**src/rtl/spi_pkg.sv**
```systemverilog
// Shared types and constants for the 16-bit SPI master.
// Select codes map the 3-bit ss field onto the five slave-select lines.
package spi_pkg;

  typedef enum logic [1:0] {
    IDLE,
    FRONT,
    SHIFT,
    BACK
  } spi_state_t;

  localparam logic [2:0] SS_AFE1 = 3'd0;
  localparam logic [2:0] SS_AFE2 = 3'd1;
  localparam logic [2:0] SS_AFE3 = 3'd2;
  localparam logic [2:0] SS_TRIG = 3'd3;
  localparam logic [2:0] SS_EEP  = 3'd4;
  localparam logic [2:0] SS_NONE = 3'd7;

  localparam int SPI_WORD_W = 16;

  function automatic logic [4:0] ss_decode(
    input logic [2:0] sel
  );
    logic [4:0] m;
    m = 5'h1F;
    unique case (1'b1)
      (sel == SS_AFE1): m = 5'b11110;
      (sel == SS_AFE2): m = 5'b11101;
      (sel == SS_AFE3): m = 5'b11011;
      (sel == SS_TRIG): m = 5'b10111;
      (sel == SS_EEP):  m = 5'b01111;
      (sel == SS_NONE): m = 5'h1F;
      default:          m = 5'h1F;
    endcase
    return m;
  endfunction

endpackage

```
**src/rtl/spi_sclk_gen.sv**
```systemverilog
// SCLK generator: divides clk by SCLK_DIV while enabled, idle low.
// Rise strobe fires the cycle before SCLK goes high; fall on the wrap.
module spi_sclk_gen #(
  parameter int SCLK_DIV = 32
) (
  input  logic clk,
  input  logic rst_n,
  input  logic i_en,
  output logic o_sclk,
  output logic o_rise,
  output logic o_fall
);

  localparam int CW = $clog2(SCLK_DIV);
  localparam logic [CW-1:0] C_HALF = CW'(SCLK_DIV / 2);
  localparam logic [CW-1:0] C_RISE = CW'(SCLK_DIV / 2 - 1);
  localparam logic [CW-1:0] C_LAST = CW'(SCLK_DIV - 1);

  logic [CW-1:0] r_cnt;

  always_ff @(posedge clk or negedge rst_n) begin
    if (!rst_n) begin
      r_cnt <= '0;
    end else if (!i_en || r_cnt == C_LAST) begin
      r_cnt <= '0;
    end else begin
      r_cnt <= r_cnt + 1'b1;
    end
  end

  assign o_sclk = i_en && (r_cnt >= C_HALF);
  assign o_rise = i_en && (r_cnt == C_RISE);
  assign o_fall = i_en && (r_cnt == C_LAST);

endmodule

```
**src/rtl/spi_mstr16.sv**
```systemverilog
// 16-bit mode-0 SPI master with five decoded slave selects.
// Optional macro SPI_MISO_SYNC_EN adds a 2-flop MISO synchronizer.
module spi_mstr16
  import spi_pkg::*;
#(
  parameter int SCLK_DIV = 32
) (
  input  logic                  clk,
  input  logic                  rst_n,
  input  logic                  wrt_SPI,
  input  logic [SPI_WORD_W-1:0] SPI_data,
  input  logic [2:0]            ss,
  input  logic                  MISO,
  output logic                  SCLK,
  output logic                  MOSI,
  output logic [4:0]            SS_n,
  output logic                  busy,
  output logic                  SPI_done,
  output logic [SPI_WORD_W-1:0] rd_data,
  output logic [7:0]            EEP_data
);

  localparam int HALF = SCLK_DIV / 2;
  localparam int CW   = $clog2(SCLK_DIV);
  localparam logic [CW-1:0] P_LAST = CW'(HALF - 1);
  localparam logic [CW-1:0] P_LOAD = CW'(HALF - 2);

  spi_state_t r_state;
  spi_state_t w_nxt;

  logic [CW-1:0]         r_pcnt;
  logic [4:0]            r_bit_cnt;
  logic [SPI_WORD_W-1:0] r_tx;
  logic [SPI_WORD_W-1:0] r_rx;
  logic [SPI_WORD_W-1:0] r_rd;
  logic [4:0]            r_ssq;
  logic                  r_done;

  logic w_sclk;
  logic w_rise;
  logic w_fall;
  logic w_smp;
  logic w_miso;

  spi_sclk_gen #(
    .SCLK_DIV (SCLK_DIV)
  ) u_sclk (
    .clk    (clk),
    .rst_n  (rst_n),
    .i_en   (r_state == SHIFT),
    .o_sclk (w_sclk),
    .o_rise (w_rise),
    .o_fall (w_fall)
  );

`ifdef SPI_MISO_SYNC_EN
  logic [1:0] r_miso_s;
  logic [1:0] r_rise_d;

  always_ff @(posedge clk or negedge rst_n) begin
    if (!rst_n) begin
      r_miso_s <= '0;
      r_rise_d <= '0;
    end else begin
      r_miso_s <= {r_miso_s[0], MISO};
      r_rise_d <= {r_rise_d[0], w_rise};
    end
  end

  assign w_miso = r_miso_s[1];
  assign w_smp  = r_rise_d[1];
`else
  assign w_miso = MISO;
  assign w_smp  = w_rise;
`endif

  always_ff @(posedge clk or negedge rst_n) begin
    if (!rst_n) r_state <= IDLE;
    else        r_state <= w_nxt;
  end

  always_comb begin
    w_nxt = r_state;
    unique case (r_state)
      IDLE:  if (wrt_SPI) w_nxt = FRONT;
      FRONT: if (r_pcnt == P_LAST) w_nxt = SHIFT;
      SHIFT: begin
        if (w_fall && (r_bit_cnt + 5'd1) == 5'd16)
          w_nxt = BACK;
      end
      BACK:  if (r_pcnt == P_LAST) w_nxt = IDLE;
      default: w_nxt = IDLE;
    endcase
  end

  always_ff @(posedge clk or negedge rst_n) begin
    if (!rst_n) begin
      r_pcnt    <= '0;
      r_bit_cnt <= '0;
      r_tx      <= '0;
      r_rx      <= '0;
      r_rd      <= '0;
      r_ssq     <= 5'h1F;
      r_done    <= 1'b0;
    end else begin
      // done/rd_data land together so rd_data is valid on the pulse
      r_done <= (r_state == BACK) && (r_pcnt == P_LOAD);
      if (w_nxt != r_state)
        r_pcnt <= '0;
      else if (r_state == FRONT || r_state == BACK)
        r_pcnt <= r_pcnt + 1'b1;
      if (r_state == IDLE && wrt_SPI) begin
        r_tx      <= SPI_data;
        r_ssq     <= ss_decode(ss);
        r_bit_cnt <= '0;
        r_rx      <= '0;
      end
      if (r_state == SHIFT) begin
        if (w_smp)
          r_rx <= {r_rx[SPI_WORD_W-2:0], w_miso};
        if (w_fall) begin
          r_tx      <= {r_tx[SPI_WORD_W-2:0], 1'b0};
          r_bit_cnt <= r_bit_cnt + 5'd1;
        end
      end
      if (r_state == BACK && r_pcnt == P_LOAD)
        r_rd <= r_rx;
    end
  end

  assign SCLK     = w_sclk;
  assign MOSI     = r_tx[SPI_WORD_W-1];
  assign busy     = (r_state != IDLE);
  assign SS_n     = busy ? r_ssq : 5'h1F;
  assign SPI_done = r_done;
  assign rd_data  = r_rd;
  assign EEP_data = r_rd[7:0];

endmodule
```
**config.mk**
```make
export PLATFORM = sky130hd
export DESIGN_NAME = spi_mstr16
export DESIGN_NICKNAME = d
export VERILOG_FILES = /design/src/rtl/spi_pkg.sv /design/src/rtl/spi_sclk_gen.sv /design/src/rtl/spi_mstr16.sv
export SDC_FILE = /design/constraint.sdc
export NUM_CORES = 1
export LEC_CHECK = 0
export BUFFER_PORTS_ARGS = -buffer_cell sky130_fd_sc_hd__buf_2
export CAP_MARGIN = 20
export CELL_PAD_IN_SITES_DETAIL_PLACEMENT = 2
export CELL_PAD_IN_SITES_GLOBAL_PLACEMENT = 2
export CORE_MARGIN = 2
export CORE_UTILIZATION = 33
export DETAILED_ROUTE_END_ITERATION = 6
export PLACE_DENSITY = 0.87
export SYNTH_ARGS = -nofsm -noshare
export SYNTH_HDL_FRONTEND = slang
export SYNTH_SLANG_ARGS = --single-unit
```
**constraint.sdc**
```tcl
create_clock -name clk -period 1.9 [get_ports clk]
set_input_delay 0.19 -clock clk [delete_from_list [all_inputs] [get_ports clk]]
set_output_delay 0.19 -clock clk [all_outputs]
set_load 0.02 [all_outputs]
```
[Word level (Yosys, flattened, before mapping)]
Index checks and enable logic that the tools add are counted.
Storage, ports and cells
  bits in registers: 71
  bits in latches: 0
  RAM bits: 0
  memory bits (read-only): 0
  word-level logic and storage cells: 58
  memories: 0
Operators by class
  add/sub/neg operators: 3
  $mul: 0
  divide/modulo/power cells: 0
  order comparisons: 1
  equality and inequality tests: 13
  shift operators: 0
  muxes and demuxes: 19
  bitwise logic cells: 0
  reductions and logical operators: 13
Operators with widths (count)
  16-bit 2-to-1 mux: 6
  5-bit 2-to-1 mux: 7
  5-bit one-hot mux with 5 select lines: 1
  5-bit by 1-bit adder with 5-bit output (second input constant): 3
  5-bit by 4-bit equality test with 1-bit output (second input constant): 3
  5-bit equality test (second input constant): 2
  2-bit 2-to-1 mux: 4
  2-bit one-hot mux with 4 select lines: 1
  3-bit by 2-bit equality test with 1-bit output (second input constant): 2
  1-bit logical AND: 6
  5-bit >= comparator (second input constant): 1
  2-bit equality test (second input constant): 2
  2-bit nonzero test: 2
  3-bit by 1-bit equality test with 1-bit output (second input constant): 1
  3-bit equality test (second input constant): 1
  3-bit zero test: 1
  2-bit by 1-bit equality test with 1-bit output (second input constant): 1
  2-bit zero test: 1
  1-bit logical OR: 2
  2-bit inequality test: 1
  1-bit zero test: 1

[Depth between registers and ports, before layout]
Gate-level depths: netlist of run 1.
  word-level depth: 7
  depth in mapped cells: 8
  depth with buffers taken out: 7

[Cells and area by module]
A second synthesis of run 1 with hierarchy kept.
Second synthesis, totals
  cells, all modules: 271
  area total of the unflattened synthesis: 3238.1 um^2
Modules (own cells, without submodules)
  spi_mstr16: times used 1, cells each 247, area each 2976.6 um^2, seq. area each 1657.8 um^2
  spi_sclk_gen: times used 1, cells each 24, area each 261.5 um^2, seq. area each 125.1 um^2

[Worst setup path after synthesis of run 1]
No wires, ideal clock.
  kind: register to register
  start: register u_sclk.r_cnt[0]
  end: register r_bit_cnt[2]
  library setup time: 0.083 ns
  data arrival time: 1.664 ns
  setup slack: 0.153 ns
  cell stages (with the launch flop): 9
  cell sequence: dfrtp_1 > ha_1 > and3_1 > ha_1 > and3b_1 > buf_2 > nor2_1 > o21ai_1 > o21ai_0
On the way
  word-level cells in the longest chain between the ends: 4
Ends and longest elaborated chain
  start, declared: line spi_sclk_gen.sv:19  | logic [CW-1:0] r_cnt;
  start signal, assigned: line spi_sclk_gen.sv:27  | r_cnt <= r_cnt + 1'b1;
  5-bit equality test: line spi_sclk_gen.sv:33  | assign o_fall = i_en && (r_cnt == C_LAST);
  1-bit logical AND: line spi_sclk_gen.sv:33
  5-bit 2-to-1 mux: line spi_mstr16.sv:121  | if (w_fall) begin
  5-bit 2-to-1 mux: line spi_mstr16.sv:118  | if (r_state == SHIFT) begin
  end signal, assigned: line spi_mstr16.sv:123  | r_bit_cnt <= r_bit_cnt + 5'd1;
  end, declared: line spi_mstr16.sv:32  | logic [4:0] r_bit_cnt;
No other way between the ends.
A chain may end at the register's enable or synchronous reset.

[Final worst setup path of run 1]
  start: register u_sclk.r_cnt[0]
  end: register r_state[0]
On the way
  word-level cells in the longest chain between the ends: 5
Ends and longest elaborated chain
  5-bit equality test: line spi_sclk_gen.sv:33
  1-bit logical AND: line spi_sclk_gen.sv:33
  1-bit logical AND: line spi_mstr16.sv:88  | if (w_fall && (r_bit_cnt + 5'd1) == 5'd16)
  2-bit 2-to-1 mux: line spi_mstr16.sv:88
  2-bit one-hot mux with 4 select lines: line spi_mstr16.sv:84  | unique case (r_state)
  named net w_nxt[0]: line spi_mstr16.sv:29  | spi_state_t w_nxt;
  end signal, assigned: line spi_mstr16.sv:79  | else r_state <= w_nxt;
  end, declared: line spi_mstr16.sv:28  | spi_state_t r_state;
The timed path passes the listed nets, and every way through them passes these cells.

==> qor.txt, run 1 <==
outcome: complete, no violations
Hold Slack: 24.6 ps
CP Capture Type: flop
Final Cycle Share: 0.958
initial antenna violation count: 0
max capacitance violation total: 0
ys flop type: dfrtp_1
Post-DP Area: 3560 um^2
Layout Skew: 7.36 ps
Post-Synthesis Cells: 265
CP Buf/Inv Count: 1
Vias/cell: 4.86
Layout Cells excl Fill: 456
min-delay worst type: in2reg
crit path launch: u_sclk.r_cnt[0]
Die ar.: 10400 um^2
Starting Density: 0.342
gpl congestion: 0.748
critical path type: reg2reg
syn nets: 296
met2 wire length: 3.93 mm
#FFs+latches synth: 71
initial drt markers: 86
Post-synth EDFFs: 0
clock root buffer: clkbuf_8
clock slew at reported path FFs: 80 ps
clock buffer depth: 2
top layer in use: met4
PwrDens: 1200 nW/um^2
GRT Total Usage: 0.154
Final HPWL DP: 5.08 mm
Layout area overhead: 21.3%
first-pass GRT wire length: 12.4 mm
Post-Place Cells: 435
commonest non-fill, non-tap cell in the layout: dfrtp_1
CP max FO: 6
core area: 9280 um^2
min Tclk post-route: 1820 ps
Synth Area per Inst: 12.0 um^2
cell mode on critical path: ha_2
CP arrival: 2060 ps
CTS sink count: 71
pre-CTS setup slack: -37.4 ps
total grt overflow: 0
fillcell total: 997
TritonCTS clock tree: yes
number of global-route vias before repair: 2401
most frequent cells in the layout: dfrtp_1, buf_2, nand2_1
CP Cell Sequence: ha_2 > and3_1 > ha_2 > nand4_1 > nor3_1 > buf_4 > or3b_1
Worst Setup Start Kind: flop
final slew viol count: 0
static leakage: 1.80 nW
Slew Limit Headroom: 0.650
register area share after synthesis: 0.562
Crit path max-delay family: simple AND/OR/NAND/NOR gates
most area-hungry cell type in the Yosys netlist: dfrtp_1
worst r2r src: u_sclk.r_cnt[0]
Cell Area, Synth: 3170 um^2
largest cells by area after synthesis: dfrtp_1, mux2i_1, a22o_1
critical hold path startpoint: ss[0]
drt drc: 0
fraction of layout cells with a size suffix above 1: 0.339
final setup fails: 0
IO Count: 56
Post-synth ARST share: 1.00
Slew @ Worst Pin: 525 ps
max incr delay on CP: 410 ps
Setup TNS: 0 ps
post-route setup slack: 78.9 ps
Port Buffer Count: 55
die width: 102 um
met3 WL: 287 um
drt total wl: 7.46 mm
H-tree levels: 3
DR pass1 iterations: 4
Cell variety after synth: 39
Core Rows: 35
nets@finish: 353
clock latency on the worst-skew pair: 360 ps
WP data required: 2140 ps
worst vdd ir: 0.638 mV
die height: 102 um
fmax: 549 MHz
vias: 2215
Hold Vio Cnt, Final: 0
Metal-1 WL: 3.10 mm
antenna-violating nets left: 0
Yosys warnings: 0
largest net degree at the start of global routing: 72
antenna cells: 0
CP max stage cell: dfrtp_1
Util after Layout: 0.414
DR WL/cell: 16.4 um
CTS buffer count: 9
Pwr Total: 4.62 mW
area share of the largest cell type after synthesis: 0.521
Finished Cell Area: 3850 um^2
-- kinds of logic after synthesis --
logic type | share of synthesized area
AOI/OAI and AO/OA | 0.106
muxes | 0.107
and+or+nand+nor | 0.116
adders and majority gates | 0.0316
DFF | 0.562
xor gates and xnor gates | 0.0193
buffers and inverters | 0.0576
-- registers in the layout, summed over array words and instances, names as in the netlist --
register / count
r_tx: 16
r_ssq: 5
u_sclk.r_cnt: 5
r_pcnt: 5
r_state: 2
rd_data: 16
r_rx: 16
r_bit_cnt: 5
SPI_done: 1
-- power breakdown --
part | total [mW] | internal [mW] | switching, mW | leakage (nW)
combinational | 1.18 | 0.560 | 0.621 | 0.781
sequential | 2.15 | 1.86 | 0.289 | 0.917
clock | 1.29 | 0.649 | 0.636 | 0.0993
-- cell usage after synthesis, drive strengths merged (6+ instances only) --
cell type and n:
o21ai 20, nor2 19, nand2 23, buf 18
mux2i 16, a22o 18, mux2 16, inv 6
dfrtp 66, ha 8
-- repair_timing --
item                                    4_1_cts  5_1_grt
setup buffers                                 0        3
gates resized for setup                       5        4
hold endpoints to repair                     67        0
endpoints found under the setup margin        8       22
hold buffers                                  2        0
pin swaps                                     0        2
-- final timing paths --
kind                       cells past startpoint          end  slack [ps]
setup / recovery                               7   r_state[0]          80
max in group asynchronous                      3     r_ssq[4]        1160
hold reg to reg                                1  rd_data[11]         490
setup reg to reg                               7   r_state[0]          80
min in group asynchronous                      3      r_rx[0]         390
hold / removal                                 2     r_ssq[3]          20
-- per-layer routing --
metal	vias to the layer above	track usage
met5	-	0
met4	0	0.0615
met3	14	0.0383
met2	56	0.270
met1	1117	0.182
li1	1028	-
-- cell type report --
class | instances | area, um^2 | area share
Clock buffer | 10 | 138 | 0.0358
Clock inverter | 6 | 67.6 | 0.0176
Inverter | 6 | 22.5 | 0.00585
Multi-Input combinational cell | 167 | 1230 | 0.320
Sequential cell | 71 | 1780 | 0.463
Tap cell | 129 | 161 | 0.0420
Timing Repair Buffer | 67 | 445 | 0.116
Note: power is estimated with default switching activity, not from simulation.
==> run 2: changes to the inputs <==
Settings changed: MAX_ROUTING_LAYER set to met4, SKIP_CTS_REPAIR_TIMING set to 1.
==> run 2 against run 1 <==
- clock skew is essentially flat
- worst hold slack got worse by 6.3 ps
- global-route usage up 0.33 points
- design area up 0.78%
- total power is 0.33% lower
- sequential power about the same
- critical path type unchanged
- highest routed layer unchanged
==> qor.txt, run 2 (synthesis results as in run 1) <==
most frequent cells in the layout: dfrtp_1, buf_2, nand2_1 (unchanged)
TritonCTS clock tree: yes (unchanged)
Crit Reg-Reg Endpoint: r_bit_cnt[3] (was r_state[0])
post-route setup slack: 79.7 ps (was 78.9 ps)
Hold Vio Cnt, Final: 0 (unchanged)
clock network fraction of design power: 0.278 (about the same)
outcome: complete, no violations (unchanged)
final setup fails: 0 (unchanged)
CTS sink count: 71 (unchanged)
reg2reg setup slack: 80 ps (about the same)
total grt overflow: 0 (unchanged)
critical path type: reg2reg (unchanged)
number of global-route vias before repair: 2383 (was 2401)
clock root buffer: clkbuf_8 (unchanged)
initial antenna violation count: 0 (unchanged)
antenna-violating nets left: 0 (unchanged)
Vias/cell: 4.87 (was 4.86)
Hold Slack: 18.3 ps (was 24.6 ps)
core area: 9280 um^2 (unchanged)
die height: 102 um (unchanged)
Core Rows: 35 (unchanged)
Pwr Total: 4.60 mW (was 4.62 mW)
pre-CTS setup slack: -37.4 ps (unchanged)
reg2reg path depth: 6 (was 7)
worst vdd ir: 0.659 mV (was 0.638 mV)
PwrDens: 1190 nW/um^2 (was 1200 nW/um^2)
Reg power frac: 0.467 (was 0.466)
Port Buffer Count: 55 (unchanged)
die width: 102 um (unchanged)
drt total wl: 7.57 mm (was 7.46 mm)
CP arrival: 2060 ps (about the same)
min Tclk post-route: 1820 ps (about the same)
antenna cells: 0 (unchanged)
WP data required: 2140 ps (about the same)
Layout area overhead: 22.2% (was 21.3%)
end point of the critical path: r_bit_cnt[3] (was r_state[0])
CTS buffer count: 9 (unchanged)
CP max FO: 17 (was 6)
gpl congestion: 0.757 (was 0.748)
worst r2r src: u_sclk.r_cnt[0] (unchanged)
initial drt markers: 67 (was 86)
clock latency on the worst-skew pair: 360 ps (about the same)
switch share: 0.333 (was 0.335)
clock slew at reported path FFs: 80 ps (about the same)
Die ar.: 10400 um^2 (unchanged)
max incr delay on CP: 410 ps (about the same)
nets@finish: 353 (unchanged)
max capacitance violation total: 0 (unchanged)
Power Internal: 3.07 mW (about the same)
IO Count: 56 (unchanged)
commonest non-fill, non-tap cell in the layout: dfrtp_1 (unchanged)
min-delay worst type: in2reg (unchanged)
largest net degree at the start of global routing: 72 (unchanged)
Final Cycle Share: 0.958 (about the same)
DR pass1 iterations: 3 (was 4)
Final HPWL DP: 5.08 mm (unchanged)
drt drc: 0 (unchanged)
GRT Total Usage: 0.158 (was 0.154)
static leakage: 1.81 nW (was 1.80 nW)
crit path launch: u_sclk.r_cnt[0] (unchanged)
Slew Limit Headroom: 0.635 (was 0.650)
first-pass GRT wire length: 12.2 mm (was 12.4 mm)
CP Capture Type: flop (unchanged)
Worst Setup Start Kind: flop (unchanged)
H-tree levels: 3 (unchanged)
clock buffer depth: 2 (unchanged)
Layout Skew: 7.35 ps (was 7.36 ps)
vias: 2221 (was 2215)
CP Cell Sequence: ha_1 > and3_4 > ha_4 > and3b_2 > buf_12 > a22o_1 (was ha_2 > and3_1 > ha_2 > nand4_1 > nor3_1 > buf_4 > or3b_1)
DR WL/cell: 16.6 um (was 16.4 um)
Logic pwr share: 0.255 (was 0.256)
CP max stage cell: dfrtp_1 (unchanged)
final slew viol count: 0 (unchanged)
fraction of layout cells with a size suffix above 1: 0.339 (unchanged)
Starting Density: 0.342 (unchanged)
Psw: 1.53 mW (was 1.55 mW)
fmax: 549 MHz (about the same)
Slew @ Worst Pin: 547 ps (was 525 ps)
==> run 2: worst min path at each step <==
| stage | start | end | depth (start not counted) |
|---|---|---|---|
| after floorplan | rst_n | SPI_done | 0 |
| after global placement | rst_n | rd_data[2] | 2 |
| after detailed placement | rst_n | rd_data[1] | 2 |
| after CTS | rst_n | rd_data[2] | 2 |
| after global routing | ss[2] | r_ssq[4] | 2 |
| final | ss[2] | r_ssq[4] | 2 |
==> run 2: metal layers <==
metal | global-route usage | wire length, um | up-vias | share of wire
li1 | - | - | 1027 | -
met1 | 0.180 | 3210 | 1133 | 0.42
met2 | 0.268 | 4010 | 52 | 0.53
met3 | 0.0376 | 261 | 9 | 0.034
met4 | 0.0615 | 97 | 0 | 0.013
met5 | - | 0 | - | 0
==> run 2: layout make-up <==
cell class	count	area, um^2
fillers	998	5410
flip-flops and latches	71	1780
multi-input cells	167	1240
repair buffers	67	460
well taps	129	161
clock buffers	10	138
clock inverters	6	67.6
inverters	6	22.5
==> run 2: critical path, delay by kind of cell, from the launching register on <==
family                     cells  cell delay (ps)
adders and majority gates      2              410
DFF                            1              410
buffers and inverters          1              180
AOI/OAI and AO/OA              1              230
and+or+nand+nor                2              480
==> run 2: power groups by stage <==
stage	Sequential [mW]	Combinational [mW]	Clock [mW]
2_1_floorplan	2.06	0.859	0
3_3_place_gp	2.15	1.04	0
3_5_place_dp	2.17	1.11	0
4_1_cts	2.15	1.13	1.33
5_1_grt	2.19	1.33	1.38
6_report	2.15	1.18	1.28
==> run 2: metrics by stage <==
| stage | utilization | instances | setup TNS (ps) | instance area, um^2 |
|---|---|---|---|---|
| 6_report | 0.418 | 456 | 0 | 3880 |
| 5_1_grt | 0.418 | 456 | -2.73 | 3880 |
| 4_1_cts | 0.406 | 451 | -349 | 3770 |
| 3_5_place_dp | 0.384 | 435 | -61.1 | 3560 |
| 3_3_place_gp | 0.384 | 435 | 0 | 3560 |
| 2_1_floorplan | - | 265 | 0 | 3170 |
==> run 3: changes to the inputs <==
Settings changed: ABC_AREA set to 1, CAP_MARGIN 20 to 15, CORE_UTILIZATION 33 to 30, PLACE_DENSITY 0.87 to 0.86.
==> run 3 against run 2 <==
- first-iteration DRC count is the same
- die area is 10% higher
- highest routed layer unchanged
- critical path type unchanged
- critical endpoint is now r_pcnt[1]
- sequential power is 30% lower
- largest power group unchanged
==> qor.txt, run 3 <==
WP data required: 2140 ps (about the same)
final setup fails: 0 (unchanged)
Yosys warnings: 0 (unchanged)
Post-synth EDFFs: 0 (unchanged)
fmax: 558 MHz (was 549 MHz)
vias: 2555 (was 2221)
commonest non-fill, non-tap cell in the layout: nand2_1 (was dfrtp_1)
most frequent cells in the layout: nand2_1, dfrtp_1, buf_2 (was dfrtp_1, buf_2, nand2_1)
CTS buffer count: 9 (unchanged)
Pwr Total: 3.06 mW (was 4.60 mW)
die height: 107 um (was 102 um)
min Tclk post-route: 1790 ps (was 1820 ps)
min-delay worst type: in2reg (unchanged)
Layout Skew: 16.3 ps (was 7.35 ps)
nets@finish: 439 (was 353)
post-synthesis adder-cell area fraction: 0.0313 (was 0.0316)
largest cells by area after synthesis: dfrtp_1, nand2_1, o21ai_0 (was dfrtp_1, mux2i_1, a22o_1)
compound-cell area share of the yosys netlist: 0.108 (was 0.106)
Starting Density: 0.309 (was 0.342)
Worst Setup Start Kind: flop (unchanged)
register area share after synthesis: 0.558 (was 0.562)
clock slew at reported path FFs: 80 ps (about the same)
Finished Cell Area: 3900 um^2 (was 3880 um^2)
initial antenna violation count: 0 (unchanged)
Core Rows: 37 (was 35)
initial drt markers: 67 (unchanged)
max incr delay on CP: 370 ps (was 410 ps)
DR WL/cell: 14.6 um (was 16.6 um)
ys flop type: dfrtp_1 (unchanged)
cell mode on critical path: nand2_2
syn nets: 384 (was 296)
max capacitance violation total: 0 (unchanged)
drt drc: 0 (unchanged)
CP Capture Type: flop (unchanged)
Post-Synthesis Cells: 353 (was 265)
Synth Area per Inst: 9.05 um^2 (was 12.0 um^2)
critical path type: reg2reg (unchanged)
first-pass GRT wire length: 13.4 mm (was 12.2 mm)
antenna cells: 0 (unchanged)
Hold Slack: 80.4 ps (was 18.3 ps)
H-tree levels: 3 (unchanged)
CP Buf/Inv Count: 1 (unchanged)
clock root buffer: clkbuf_8 (unchanged)
Slew Limit Headroom: 0.761 (was 0.635)
Port Buffer Count: 55 (unchanged)
antenna-violating nets left: 0 (unchanged)
total grt overflow: 0 (unchanged)
most area-hungry cell type in the Yosys netlist: dfrtp_1 (unchanged)
largest net degree at the start of global routing: 61 (was 72)
DR pass1 iterations: 4 (was 3)
CP arrival: 2030 ps (was 2060 ps)
XOR/XNOR share of the synthesized area: 0.00823 (was 0.0193)
gpl congestion: 0.766 (was 0.757)
main combinational cell family by area after synthesis: simple AND/OR/NAND/NOR gates (unchanged)
most frequent cells after synthesis: nand2_1, dfrtp_1, inv_1, o21ai_0, nor2_1 (was dfrtp_1, nand2_1, a22o_1)
clock latency on the worst-skew pair: 360 ps (about the same)
Post-Synth Simple-Gate Area: 0.197 (was 0.116)
IO Count: 56 (unchanged)
#FFs+latches synth: 71 (unchanged)
most common cell in the netlist: nand2_1 (was dfrtp_1)
core area: 10300 um^2 (was 9280 um^2)
TritonCTS clock tree: yes (unchanged)
Post-DP Area: 3550 um^2 (was 3560 um^2)
area share of the largest cell type after synthesis: 0.517 (was 0.521)
CP max stage cell: dfrtp_1 (unchanged)
Crit path max-delay family: simple AND/OR/NAND/NOR gates (unchanged)
fraction of layout cells with a size suffix above 1: 0.262 (was 0.339)
number of global-route vias before repair: 2752 (was 2383)
drt total wl: 8.01 mm (was 7.57 mm)
Post-synth ARST share: 1.00 (unchanged)
CP max FO: 6 (was 17)
Final Cycle Share: 0.942 (was 0.958)
Layout area overhead: 22.1% (was 22.2%)
worst vdd ir: 0.257 mV (was 0.659 mV)
Vias/cell: 4.65 (was 4.87)
fillcell total: 1181 (was 998)
Cell variety after synth: 29 (was 39)
Cell Area, Synth: 3190 um^2 (was 3170 um^2)
die width: 107 um (was 102 um)
static leakage: 2.02 nW (was 1.81 nW)
clock buffer depth: 2 (unchanged)
CTS sink count: 71 (unchanged)
Slew @ Worst Pin: 358 ps (was 547 ps)
GRT Total Usage: 0.155 (was 0.158)
outcome: complete, no violations (unchanged)
Final HPWL DP: 5.32 mm (was 5.08 mm)
Die ar.: 11500 um^2 (was 10400 um^2)
mux contribution to synthesized area: 0 (was 0.107)
Hold Vio Cnt, Final: 0 (unchanged)
final slew viol count: 0 (unchanged)
CP Cell Sequence: ha_2 > nand2_2 > nor2_4 > ha_4 > inv_2 > nor2_4 > nand2_2 > nor2_2 > nand2_2 > nand3_2 > o21ai_0 (was ha_1 > and3_4 > ha_4 > and3b_2 > buf_12 > a22o_1)
Util after Layout: 0.378 (was 0.418)
PwrDens: 785 nW/um^2 (was 1190 nW/um^2)
==> run 3: cell count changes in the layout (fill, tap and decap cells not counted), moves of 14 or more <==
cell     change
nand3_1     +21
inv_1       +31
nand2_1     +45
mux2i_1     -16
o21ai_0     +33
nor2_1      +14
a22o_1      -18
==> run 3: final timing paths <==
path                            startpoint  slack, ps  cells past startpoint           to
setup / recovery           u_sclk.r_cnt[1]        110                     11    r_pcnt[1]
max in group asynchronous            rst_n        970                      3     r_ssq[0]
hold reg to reg                rd_data[15]        490                      2  rd_data[15]
setup reg to reg           u_sclk.r_cnt[1]        110                     11    r_pcnt[1]
min in group asynchronous            rst_n        240                      2   rd_data[5]
hold / removal                SPI_data[11]         80                      3     r_tx[11]
==> run 3: metrics by stage <==
stage | cells | TNS (ps) | worst slack (ps)
2_1_floorplan | 353 | 0 | 352
3_3_place_gp | 527 | 0 | 167
3_5_place_dp | 527 | 0 | 20.4
4_1_cts | 543 | -590 | -79.7
5_1_grt | 549 | -209 | -47.9
6_report | 549 | 0 | 109
==> run 3: cell type report <==
type | instances | area, um^2 | share of cell area
clock buffer | 9 | 124 | 0.0318
clock inverter | 7 | 120 | 0.0308
inverter | 41 | 159 | 0.0408
multi-input combinational | 219 | 1150 | 0.296
sequential | 71 | 1780 | 0.457
tap | 136 | 170 | 0.0436
timing repair buffer | 66 | 389 | 0.0998
==> run 3: cell families (layout without fill, tap and decap cells) <==
logic type / after synthesis / after routing
and+or+nand+nor: 144 / 144
buffers and inverters: 63 / 123
AOI/OAI and AO/OA: 64 / 64
adders and majority gates: 8 / 8
xor gates and xnor gates: 3 / 3
DFF: 71 / 71
==> run 3: metal layers <==
layer / up-vias / part of all wire / wire length [um] / GRT usage
met5: - / 0 / 0 / -
met4: 0 / 0.019 / 149 / 0.0640
met3: 13 / 0.030 / 242 / 0.0365
met2: 47 / 0.51 / 4100 / 0.255
met1: 1255 / 0.44 / 3520 / 0.184
li1: 1240 / - / - / -
==> run 3: report_power, final <==
| group | internal, mW | switching (mW) |
|---|---|---|
| logic | 0.0224 | 0.0413 |
| clock network | 0.876 | 0.609 |
| registers | 1.51 | 0.000800 |
==> run 3: worst reg2reg max path, cell delays in order (launching register included) <==
cell and delay [ps]:
dfrtp_1 370, ha_2 200, nand2_2 80, nor2_4 150, ha_4 150, inv_2 50, nor2_4 190, nand2_2 90
nor2_2 120, nand2_2 110, nand3_2 90, o21ai_0 80
